===== src/rtl/mix_columns_iter_if.sv =====
// Block-level handshake bundle for mix_columns_iter: input valid/ready with
// state and mode, output valid/ready with result, plus a busy indicator.
interface mix_columns_iter_if;
  logic         in_valid;
  logic         in_ready;
  logic [127:0] data_in;
  logic         inv_mode;
  logic         out_valid;
  logic         out_ready;
  logic [127:0] data_out;
  logic         busy;

  // Both sides use strict valid/ready semantics: a transfer happens on a rising
  // edge where valid and ready are both 1. valid, once raised, holds its payload
  // stable until that edge. ready may be asserted without valid.
  modport slave (
    input  in_valid, data_in, inv_mode, out_ready,
    output in_ready, out_valid, data_out, busy
  );

  modport master (
    output in_valid, data_in, inv_mode, out_ready,
    input  in_ready, out_valid, data_out, busy
  );
endinterface


===== src/rtl/mix_columns_iter.sv =====
// Iterative AES (Inv)MixColumns engine, COLS_PER_CYCLE columns per clock.
// Define MIXCOL_FWD_EN to build the forward matrix as well as the inverse one.
module mix_columns_iter #(
  parameter int COLS_PER_CYCLE = 1
) (
  input  logic               clk,
  input  logic               rst,
  mix_columns_iter_if.slave  bus,
  output logic [1:0]         dbgState
);

  if (!(COLS_PER_CYCLE == 1 || COLS_PER_CYCLE == 2 || COLS_PER_CYCLE == 4)) begin : gBadCols
    $error("mix_columns_iter: COLS_PER_CYCLE must be 1, 2 or 4");
  end

  // Column base of the final step: the step that touches column 3.
  localparam logic [1:0] LAST_BASE = 2'(4 - COLS_PER_CYCLE);
  localparam logic [1:0] COL_STEP  = 2'(COLS_PER_CYCLE);

  typedef enum logic [1:0] {
    IDLE = 2'd0,
    BUSY = 2'd1,
    DONE = 2'd2
  } state_t;

  state_t state, nextState;

  // Element 0 is column 0, i.e. bits [127:96] of the flat state.
  logic [0:3][31:0] work, nextWork;
  logic [127:0]     dataOut;
  logic [1:0]       colCnt;
  logic             lastStep;
  logic             useInv;

  function automatic logic [7:0] xt(input logic [7:0] a);
    return {a[6:0], 1'b0} ^ (a[7] ? 8'h1B : 8'h00);
  endfunction

  function automatic logic [31:0] invCol(input logic [31:0] c);
    logic [7:0] a [4];
    logic [7:0] m2[4];
    logic [7:0] m4[4];
    logic [7:0] m8[4];
    logic [31:0] o;
    for (int i = 0; i < 4; i++) begin
      a[i]  = c[31-8*i -: 8];
      m2[i] = xt(a[i]);
      m4[i] = xt(m2[i]);
      m8[i] = xt(m4[i]);
    end
    o = '0;
    // Row r coefficients {E,B,D,9} start at byte r and wrap.
    for (int r = 0; r < 4; r++) begin
      o[31-8*r -: 8] = (m8[r] ^ m4[r] ^ m2[r])
                     ^ (m8[(r+1)%4] ^ m2[(r+1)%4] ^ a[(r+1)%4])
                     ^ (m8[(r+2)%4] ^ m4[(r+2)%4] ^ a[(r+2)%4])
                     ^ (m8[(r+3)%4] ^ a[(r+3)%4]);
    end
    return o;
  endfunction

`ifdef MIXCOL_FWD_EN
  logic invLatched;

  function automatic logic [31:0] fwdCol(input logic [31:0] c);
    logic [7:0] a [4];
    logic [7:0] m2[4];
    logic [31:0] o;
    for (int i = 0; i < 4; i++) begin
      a[i]  = c[31-8*i -: 8];
      m2[i] = xt(a[i]);
    end
    o = '0;
    for (int r = 0; r < 4; r++) begin
      o[31-8*r -: 8] = m2[r] ^ (m2[(r+1)%4] ^ a[(r+1)%4]) ^ a[(r+2)%4] ^ a[(r+3)%4];
    end
    return o;
  endfunction

  assign useInv = invLatched;

  function automatic logic [31:0] mixCol(input logic [31:0] c, input logic inv);
    return inv ? invCol(c) : fwdCol(c);
  endfunction
`else
  // Decrypt-only build: the mode input is accepted but has no effect.
  logic unusedInvMode;
  assign unusedInvMode = bus.inv_mode;
  assign useInv        = 1'b1;

  function automatic logic [31:0] mixCol(input logic [31:0] c, input logic inv);
    logic [31:0] r;
    r = invCol(c);
    return inv ? r : r;
  endfunction
`endif

  assign lastStep = (colCnt == LAST_BASE);

  always_comb begin
    nextWork = work;
    for (int k = 0; k < COLS_PER_CYCLE; k++) begin
      nextWork[colCnt + 2'(k)] = mixCol(work[colCnt + 2'(k)], useInv);
    end
  end

  always_ff @(posedge clk) begin
    if (rst) state <= IDLE;
    else     state <= nextState;
  end

  always_comb begin
    nextState = state;
    case (state)
      IDLE:    if (bus.in_valid)  nextState = BUSY;
      BUSY:    if (lastStep)      nextState = DONE;
      DONE:    if (bus.out_ready) nextState = IDLE;
      default: nextState = IDLE;
    endcase
  end

  always_ff @(posedge clk) begin
    if (rst) begin
      work    <= '0;
      colCnt  <= '0;
      dataOut <= '0;
`ifdef MIXCOL_FWD_EN
      invLatched <= 1'b0;
`endif
    end else begin
      case (state)
        IDLE: if (bus.in_valid) begin
          work   <= bus.data_in;
          colCnt <= '0;
`ifdef MIXCOL_FWD_EN
          invLatched <= bus.inv_mode;
`endif
        end
        BUSY: begin
          work   <= nextWork;
          colCnt <= colCnt + COL_STEP;
          if (lastStep) dataOut <= nextWork;
        end
        default: ;
      endcase
    end
  end

  assign bus.in_ready  = (state == IDLE);
  assign bus.busy      = (state == BUSY);
  assign bus.out_valid = (state == DONE);
  assign bus.data_out  = dataOut;
  assign dbgState      = state;

endmodule

===== src/flat_wrapper.sv =====
// flat-port wrapper written by rule: the top's interface ports become plain ports
module mix_columns_iter_flat 
#(
  parameter int COLS_PER_CYCLE = 1
)
  (clk, rst, dbgState, bus_in_valid, bus_data_in, bus_inv_mode, bus_out_ready, bus_in_ready, bus_out_valid, bus_data_out, bus_busy);
  mix_columns_iter_if bus_i ();
  input  logic clk;
  input  logic rst;
  output logic [1:0] dbgState;
  input wire logic [$bits(bus_i.in_valid)-1:0] bus_in_valid;
  input wire logic [$bits(bus_i.data_in)-1:0] bus_data_in;
  input wire logic [$bits(bus_i.inv_mode)-1:0] bus_inv_mode;
  input wire logic [$bits(bus_i.out_ready)-1:0] bus_out_ready;
  output wire logic [$bits(bus_i.in_ready)-1:0] bus_in_ready;
  output wire logic [$bits(bus_i.out_valid)-1:0] bus_out_valid;
  output wire logic [$bits(bus_i.data_out)-1:0] bus_data_out;
  output wire logic [$bits(bus_i.busy)-1:0] bus_busy;
  assign bus_i.in_valid = bus_in_valid;
  assign bus_i.data_in = bus_data_in;
  assign bus_i.inv_mode = bus_inv_mode;
  assign bus_i.out_ready = bus_out_ready;
  assign bus_in_ready = bus_i.in_ready;
  assign bus_out_valid = bus_i.out_valid;
  assign bus_data_out = bus_i.data_out;
  assign bus_busy = bus_i.busy;
  mix_columns_iter #(.COLS_PER_CYCLE(COLS_PER_CYCLE)) u_core (.clk(clk), .rst(rst), .bus(bus_i), .dbgState(dbgState));
endmodule

===== config.mk =====
export PLATFORM = sky130hd
export DESIGN_NAME = mix_columns_iter_flat
export DESIGN_NICKNAME = d
export VERILOG_FILES = /design/src/rtl/mix_columns_iter_if.sv /design/src/rtl/mix_columns_iter.sv /design/src/flat_wrapper.sv
export SDC_FILE = /design/constraint.sdc
export NUM_CORES = 1
export LEC_CHECK = 0
export CAP_MARGIN = 25
export CELL_PAD_IN_SITES_DETAIL_PLACEMENT = 1
export CELL_PAD_IN_SITES_GLOBAL_PLACEMENT = 1
export CORE_UTILIZATION = 44
export CTS_BUF_LIST = sky130_fd_sc_hd__clkbuf_4 sky130_fd_sc_hd__clkbuf_8
export DETAILED_ROUTE_END_ITERATION = 12
export HOLD_SLACK_MARGIN = 0.02
export PLACE_DENSITY = 0.95
export SYNTH_ARGS = -nofsm -noshare
export SYNTH_HDL_FRONTEND = slang
export SYNTH_SLANG_ARGS = --single-unit

===== constraint.sdc =====
create_clock -name clk -period 6.85 [get_ports clk]
set_input_delay 0.685 -clock clk [delete_from_list [all_inputs] [get_ports clk]]
set_output_delay 0.685 -clock clk [all_outputs]
set_load 0.005 [all_outputs]

==> flow_summary.yaml, run 1 <==
worst_setup_path:
  r2r_start: "u_core.colCnt[0]"
  rr_endpoint: "u_core.bus.data_out[115]"
  crit_start: "u_core.colCnt[0]"
  worstPathRequired_ns: 7.32
  timing_worst_setup_path_type: "flop to flop"
  slowest_stage: "dfxtp_2"
  path_delay_family: "XOR/XNOR gates"
  startpoint_type: "flop"
  slowest_delay_ns: 0.90
  worst-r2r-cell-count: 8
  worstPathCellList: "buf_4, mux4_2, xnor3_2, xnor3_1, xnor3_2, xnor2_2, mux2i_1, a211oi_1"
  crit_top_cell: "xnor3_2"
  r2r_slack_ns: 2.23
  critPathMaxFanout: 23
  crit_path_end_kind: "flop"
  crit_arrival_ns: 5.09
  critical_path_buf_inv_count: 1
yosys:
  synth_area_leader_cell: "dfxtp_1"
  ys_ff_latch: 260
  synth_area_leaders: "dfxtp_1 37%, nor2_1 9.5%, xnor2_1 6.1%"
  synthDistinctLibCells: 42
  syn-num-nets: 1721
  netlist.area_leader.share_pct: 37.2
  yosysSeqAreaShare_pct: 37.2
  avgSynthCellArea_sq_um: 8.82
  yosysWarnings: 0
  synth_cells: 1584
  synth_area_sq_um: 14000
final_layout:
  final_cell_mix: "352 x nor2_1, 263 x clkdlybuf4s50_1, 259 x dfxtp_1"
  nNetsFinal: 1928
  drive_above_1_share_pct: 10.4
  layout_commonest_cell: "nor2_1"
  num-fill-cells: 3538
  diodes: 0
  syn2layout_area_growth_pct: 27.4
cts:
  cts_max_level: 2
  cts_inserted_buffers: 46
  clock_latency_ns: 0.57
  clk_pin_slew_ns: 0.06
  cts_sinks: 260
  ctsResizeCount: 0
  root_buffer: "clkbuf_8"
  cts_hold_buf: 0
  clk_path_buf_depth: 3
  cts_tree: "built"
  cts_setup_buffers: 0
timing:
  tns_ns: 0
  finClkSkew_ns: 0.0233
  period_needed_ns: 4.63
  slew_viol_final: 0
  max_freq_mhz: 216
  relSlewSlack_pct: 21.6
  tightest_slew_ns: 1.17
  setup_viol: 0
  post-route-period-util_pct: 67.5
  rsz0062_at_grt: "false"
  final_hold_viol_count: 0
grt:
  grt_pass1_wl_microns: 90600
  grtUsageTotal_pct: 36.7
  grt_antenna_before_repair: 1
  grt_pass1_vias: 14691
  grt_max_degree: 127
  grt-ovfl-total: 0
route:
  ant_nets: 0
  vias: 13996
  drtPass1Iterations: 8
  wirelength_microns: 61200
  drc: 0
  avgRoutedWirePerCell_microns: 27.6
  routed_via_density: 6.30
  drt-initial-drc-count: 1557
floorplan:
  die_area_sq_um: 32500
  pin_count: 266
  initial_utilization_pct: 45.2
  die_h_microns: 180
  die_x_microns: 180
  fp.coreArea_sq_um: 30900
  rows: 64
hold_path:
  hold_end: "u_core.bus.data_out[14]"
  holdCritStartpoint: "u_core.bus.data_out[14]"
  min-delay-path-class: "flop to flop"
  min_path_cells: 2
place:
  post-dp-hpwl_microns: 42900
  io_buffers: 264
  place_congestion: 0.985
outcome:
  status: "finished clean"
job:
  cap_viol_max_count: 0
-- layout make-up --
class,instances,area (sq um),share of cell area [%]
Clock buffer,79,956,5.37
Clock inverter,2,37.5,0.211
Inverter,10,37.5,0.211
Multi-Input combinational cell,1180,8200,46.0
Sequential cell,260,5210,29.2
Tap cell,396,495,2.78
Timing Repair Buffer,293,2880,16.2
-- routing by layer --
metal,wire (microns),global-route usage (%),vias to the layer above
met2,28500,60.6,920
met1,22800,44.0,6871
met4,4080,22.1,2
li1,-,-,5937
met5,13,0,-
met3,5890,7.94,266
-- registers in the layout, summed over array words and instances (netlist names) --
name	flops
u_core.work	128
u_core.bus.data_out	128
u_core.colCnt	2
u_core.dbgState	2
-- synthesized netlist by cell type, drive strengths merged --
cell and instances:
buf 31, a311oi 23, nor2 352, and3 11
mux2 16, xnor2 108, xnor3 39, a21o 2
inv 8, a222oi 15, a31o 9, a21oi 83
o21ai 6, nor4 61, a22oi 1, a22o 1
a221oi 8, nand2 196, mux4 32, ha 4
a31oi 3, mux2i 47, nor3 19, clkinv 2
o31ai 3, nor2b 11, dfxtp 260, xor2 22
o211ai 2, or3 1, and2 2, nand2b 3
xor3 8, clkbuf 103, a211oi 92
-- per-stage QoR --
step                worst slack, ns  utilization [%]  instances  instance area (sq um)  hold WS (ns)
CTS                            2.27             57.5       2217                  17800         0.465
floorplan                      3.63                -       1584                  14000         0.442
detailed placement             2.30             54.3       2136                  16800         0.454
global route                   2.02             57.6       2220                  17800         0.490
global placement               2.18             54.2       2135                  16800         0.446
finish                         2.23             57.6       2220                  17800         0.470
-- logic make-up after synthesis --
logic type	after synthesis	share of synthesized area [%]
buffers and inverters	144	4.31
adder cells (fa/ha/maj)	4	0.358
XOR/XNOR	177	16.6
multiplexers	95	9.81
flip-flops	260	37.2
AO/OA/AOI/OAI	248	12.3
AND/OR/NAND/NOR	656	19.4
-- worst min-delay path: cells and delay by family (launching register included) --
| kind | cells | cell delay, ns |
|---|---|---|
| AO/OA/AOI/OAI | 1 | 0.06 |
| AND/OR/NAND/NOR | 1 | 0.06 |
| flip-flops | 1 | 0.31 |
-- worst max path at each step --
stage / endpoint / slack (ns) / depth (start not counted)
after floorplan: u_core.bus.data_out[115] / 3.63 / 9
after global placement: u_core.bus.data_out[53] / 2.18 / 8
after detailed placement: u_core.bus.data_out[115] / 2.30 / 8
after CTS: u_core.bus.data_out[115] / 2.27 / 8
after global routing: u_core.bus.data_out[115] / 2.02 / 8
final: u_core.bus.data_out[115] / 2.23 / 8
Power of run 1 is not shown: default switching activity piles up to over one toggle a cycle in this logic, so the estimate is an artifact.
==> run 2: changes to the inputs <==
Settings changed: CORE_UTILIZATION 44 to 41, PLACE_DENSITY 0.95 to 0.94.
Clock period 6.85 ns to 4.8 ns, I/O delays scaled along.
==> run 2 against run 1 <==
Net effect: wire length is 1.4% lower; flip-flop and latch count stayed put; cell count is 3.4% higher; clock-buffer cell count is 8 lower; critical path depth stayed put; sequential share of layout area is 0.39 points lower; clock skew hardly changed; register-to-register slack worse by 1.6 ns; die area is 7.2% higher; first-iteration DRC count is 9.2% lower.
==> flow_summary.yaml, run 2 (synthesis results as in run 1) <==
timing:
  max_freq_mhz: 241
  layout_setup_ws_ns: 0.643
  final_hold_viol_count: 0
  tightest_slew_ns: 1.09
  fin_hold_ws_ns: 0.464
  rsz0062_at_grt: "false"
  relSlewSlack_pct: 27.0
  period_needed_ns: 4.16
  setup_viol: 0
  slew_viol_final: 0
  post-route-period-util_pct: 86.6
  finClkSkew_ns: 0.0229
  tns_ns: 0
cts:
  cts_hold_buf: 0
  clk_pin_slew_ns: 0.07
  cts_sinks: 260
  cts_tree: "built"
  cts_max_level: 2
  clk_path_buf_depth: 3
  cts_setup_buffers: 0
  clock_latency_ns: 0.57
  cts_inserted_buffers: 44
  ctsResizeCount: 0
  root_buffer: "clkbuf_8"
final_layout:
  postLayoutCellArea_sq_um: 18000
  syn2layout_area_growth_pct: 29.1
  layout_commonest_cell: "nor2_1"
  drive_above_1_share_pct: 11.5
  final_cell_mix: "352 x nor2_1, 263 x clkdlybuf4s50_1, 259 x dfxtp_1"
  num-fill-cells: 3832
  nNetsFinal: 1952
  diodes: 0
route:
  routed_via_density: 6.00
  drc: 0
  drt-initial-drc-count: 1413
  wirelength_microns: 60400
  vias: 13772
  ant_nets: 0
  drtPass1Iterations: 5
  avgRoutedWirePerCell_microns: 26.3
worst_setup_path:
  timing_worst_setup_path_type: "flop to flop"
  slowest_delay_ns: 0.72
  r2r_slack_ns: 0.64
  worstPathRequired_ns: 5.27
  crit_top_cell: "xnor3_1"
  critPathMaxFanout: 15
  worstPathCellList: "buf_4, mux4_2, xnor3_1, xnor3_1, xnor3_1, mux2_2, nor2_1, a311oi_1"
  startpoint_type: "flop"
  rr_endpoint: "u_core.work[113]"
  slowest_stage: "xnor3_1"
  crit_arrival_ns: 4.63
  crit_path_end_kind: "flop"
  r2r_start: "u_core.colCnt[0]"
  worst-r2r-cell-count: 8
place:
  place_ws_ns: 0.725
  post-dp-hpwl_microns: 43900
  io_buffers: 264
  place_congestion: 0.974
  place_area_sq_um: 17100
job:
  cap_viol_max_count: 0
grt:
  grtUsageTotal_pct: 34.0
  grt_pass1_vias: 14374
  grt_pass1_wl_microns: 89700
  grt-ovfl-total: 0
  grt_antenna_before_repair: 1
  grt_max_degree: 109
outcome:
  status: "finished clean"
hold_path:
  min_path_cells: 2
  holdCritStartpoint: "u_core.bus.data_out[16]"
  min-delay-path-class: "flop to flop"
  hold_end: "u_core.bus.data_out[16]"
floorplan:
  rows: 67
  initial_utilization_pct: 41.7
  die_x_microns: 187
  die_h_microns: 187
  pin_count: 266
  die_area_sq_um: 34800
  fp.coreArea_sq_um: 33500
run 2: final cells by class:
class | instances | area, sq um | share of cell area (%)
clock buffers | 71 | 921 | 5.10
repair buffers | 319 | 3080 | 17.1
well taps | 448 | 561 | 3.11
flip-flops and latches | 260 | 5210 | 28.8
multi-input cells | 1180 | 8200 | 45.4
inverters | 10 | 37.5 | 0.208
clock inverters | 8 | 46.3 | 0.256
run 2: metal layers:
layer  track usage, %  vias up  wire, microns
met2             57.2      770          28800
met1             41.9     6825          23300
met5                0        -             12
met4             17.5        2           3250
li1                 -     5972              -
met3             5.60      203           5090
run 2: worst max-delay path by stage:
stage | startpoint | endpoint | slack [ns] | cells past startpoint
after floorplan | u_core.colCnt[0] | u_core.bus.data_out[115] | 1.58 | 9
after global placement | u_core.colCnt[0] | u_core.work[52] | 0.80 | 9
after detailed placement | u_core.colCnt[0] | u_core.work[113] | 0.72 | 8
after CTS | u_core.colCnt[0] | u_core.work[113] | 0.69 | 8
after global routing | u_core.colCnt[0] | u_core.bus.data_out[116] | 0.50 | 9
final | u_core.colCnt[0] | u_core.work[113] | 0.64 | 8
run 2: worst max-delay path, delay by kind of cell (launching register included):
kind | cells | cell delay (ns)
AND/OR/NAND/NOR | 1 | 0.05
buffers and inverters | 1 | 0.32
XOR/XNOR | 3 | 1.74
flip-flops | 1 | 0.69
multiplexers | 2 | 0.99
AO/OA/AOI/OAI | 1 | 0.26
run 2: metrics by stage:
step           cells  utilization [%]
2_1_floorplan   1584                -
3_3_place_gp    2217             50.9
3_5_place_dp    2217             50.9
4_1_cts         2296             53.8
5_1_grt         2296             53.8
6_report        2296             53.8
Power of run 2 is left out for the same reason.
==> run 3: changes to the inputs <==
Settings changed: CORE_ASPECT_RATIO set to 0.7.
==> run 3 against run 2 <==
Net effect: cell count decreased by 1.3%; highest routed layer is now met4; setup slack lost 0.10 ns; first-iteration DRC count is 6.7% higher; wire length up 5.1%; critical path type unchanged.
==> flow_summary.yaml, run 3 (synthesis results as in run 1) <==
outcome:
  status: "finished clean"
cts:
  clk_pin_slew_ns: 0.06
  ctsResizeCount: 0
  root_buffer: "clkbuf_8"
  cts_max_level: 2
  cts_hold_buf: 0
  cts_setup_buffers: 0
  cts_tree: "built"
  clk_path_buf_depth: 3
  cts_sinks: 260
  cts_inserted_buffers: 43
  clock_latency_ns: 0.61
grt:
  grt_pass1_vias: 14590
  grt-ovfl-total: 0
  grt_antenna_before_repair: 1
  grt_max_degree: 125
  grt_pass1_wl_microns: 93300
  grtUsageTotal_pct: 36.0
timing:
  tns_ns: 0
  relSlewSlack_pct: 27.1
  post-route-period-util_pct: 88.7
  max_freq_mhz: 235
  finClkSkew_ns: 0.0550
  tightest_slew_ns: 1.09
  rsz0062_at_grt: "false"
  final_hold_viol_count: 0
  setup_viol: 0
  period_needed_ns: 4.26
  slew_viol_final: 0
worst_setup_path:
  crit_arrival_ns: 4.71
  crit_path_end_kind: "flop"
  timing_worst_setup_path_type: "flop to flop"
  worstPathRequired_ns: 5.25
  startpoint_type: "flop"
  critPathMaxFanout: 18
final_layout:
  diodes: 0
  layout_commonest_cell: "nor2_1"
  nNetsFinal: 1941
  syn2layout_area_growth_pct: 27.6
  num-fill-cells: 3829
  drive_above_1_share_pct: 10.7
  final_cell_mix: "352 x nor2_1, 263 x clkdlybuf4s50_1, 259 x dfxtp_1"
floorplan:
  rows: 56
  die_h_microns: 156
  fp.coreArea_sq_um: 33500
  initial_utilization_pct: 41.7
  pin_count: 266
  die_area_sq_um: 34800
  die_x_microns: 223
job:
  cap_viol_max_count: 0
route:
  vias: 14149
  ant_nets: 0
  routed_via_density: 6.24
  avgRoutedWirePerCell_microns: 28.0
  drc: 0
  drt-initial-drc-count: 1507
  wirelength_microns: 63500
  drtPass1Iterations: 9
place:
  place_congestion: 0.962
  io_buffers: 264
  post-dp-hpwl_microns: 45400
hold_path:
  min-delay-path-class: "flop to flop"
run 3: cell count changes in the layout (fill, tap and decap cells not counted), sizes merged:
cell,delta
buf,-10
clkbuf,-4
clkinv,-3
run 3: final timing paths:
path	startpoint	to	slack, ns	cells after the start
max	u_core.colCnt[0]	u_core.work[46]	0.54	8
min	u_core.bus.data_out[8]	u_core.bus.data_out[8]	0.47	2
max reg2reg	u_core.colCnt[0]	u_core.work[46]	0.54	8
min reg2reg	u_core.bus.data_out[8]	u_core.bus.data_out[8]	0.47	2
run 3: worst max-delay path, stage by stage (launching register included):
cell,delay [ns]
dfxtp_2,0.48
buf_4,0.41
mux4_2,0.67
xnor2_1,0.52
xnor3_1,0.50
xor3_1,0.83
mux2_2,0.31
nor2_1,0.06
a311oi_1,0.33
run 3: area by class of cell:
| cell class | count | area [sq um] | share of cell area [%] |
|---|---|---|---|
| inverters | 10 | 37.5 | 0.210 |
| clock inverters | 5 | 42.5 | 0.238 |
| flip-flops and latches | 260 | 5210 | 29.2 |
| well taps | 435 | 544 | 3.05 |
| clock buffers | 67 | 816 | 4.57 |
| multi-input cells | 1180 | 8200 | 45.9 |
| repair buffers | 309 | 3000 | 16.8 |
run 3: per-layer routing:
| layer | vias up | track usage, % | part of all wire [%] |
|---|---|---|---|
| met5 | - | 0 | 0 |
| met4 | 0 | 16.7 | 4.8 |
| met3 | 205 | 11.0 | 12 |
| met2 | 963 | 53.9 | 43 |
| met1 | 7036 | 47.5 | 40 |
| li1 | 5945 | - | - |
run 3: per-stage QoR:
| step | setup WS [ns] | std cells | area [sq um] | hold slack, ns | utilization (%) |
|---|---|---|---|---|---|
| global route | 0.414 | 2266 | 17800 | 0.493 | 53.3 |
| global placement | 0.796 | 2192 | 17000 | 0.453 | 50.6 |
| detailed placement | 0.682 | 2194 | 17000 | 0.452 | 50.7 |
| CTS | 0.629 | 2266 | 17800 | 0.460 | 53.3 |
| floorplan | 1.58 | 1584 | 14000 | 0.442 | - |
| finish | 0.542 | 2266 | 17800 | 0.469 | 53.3 |
Power of run 3 is left out for the same reason.
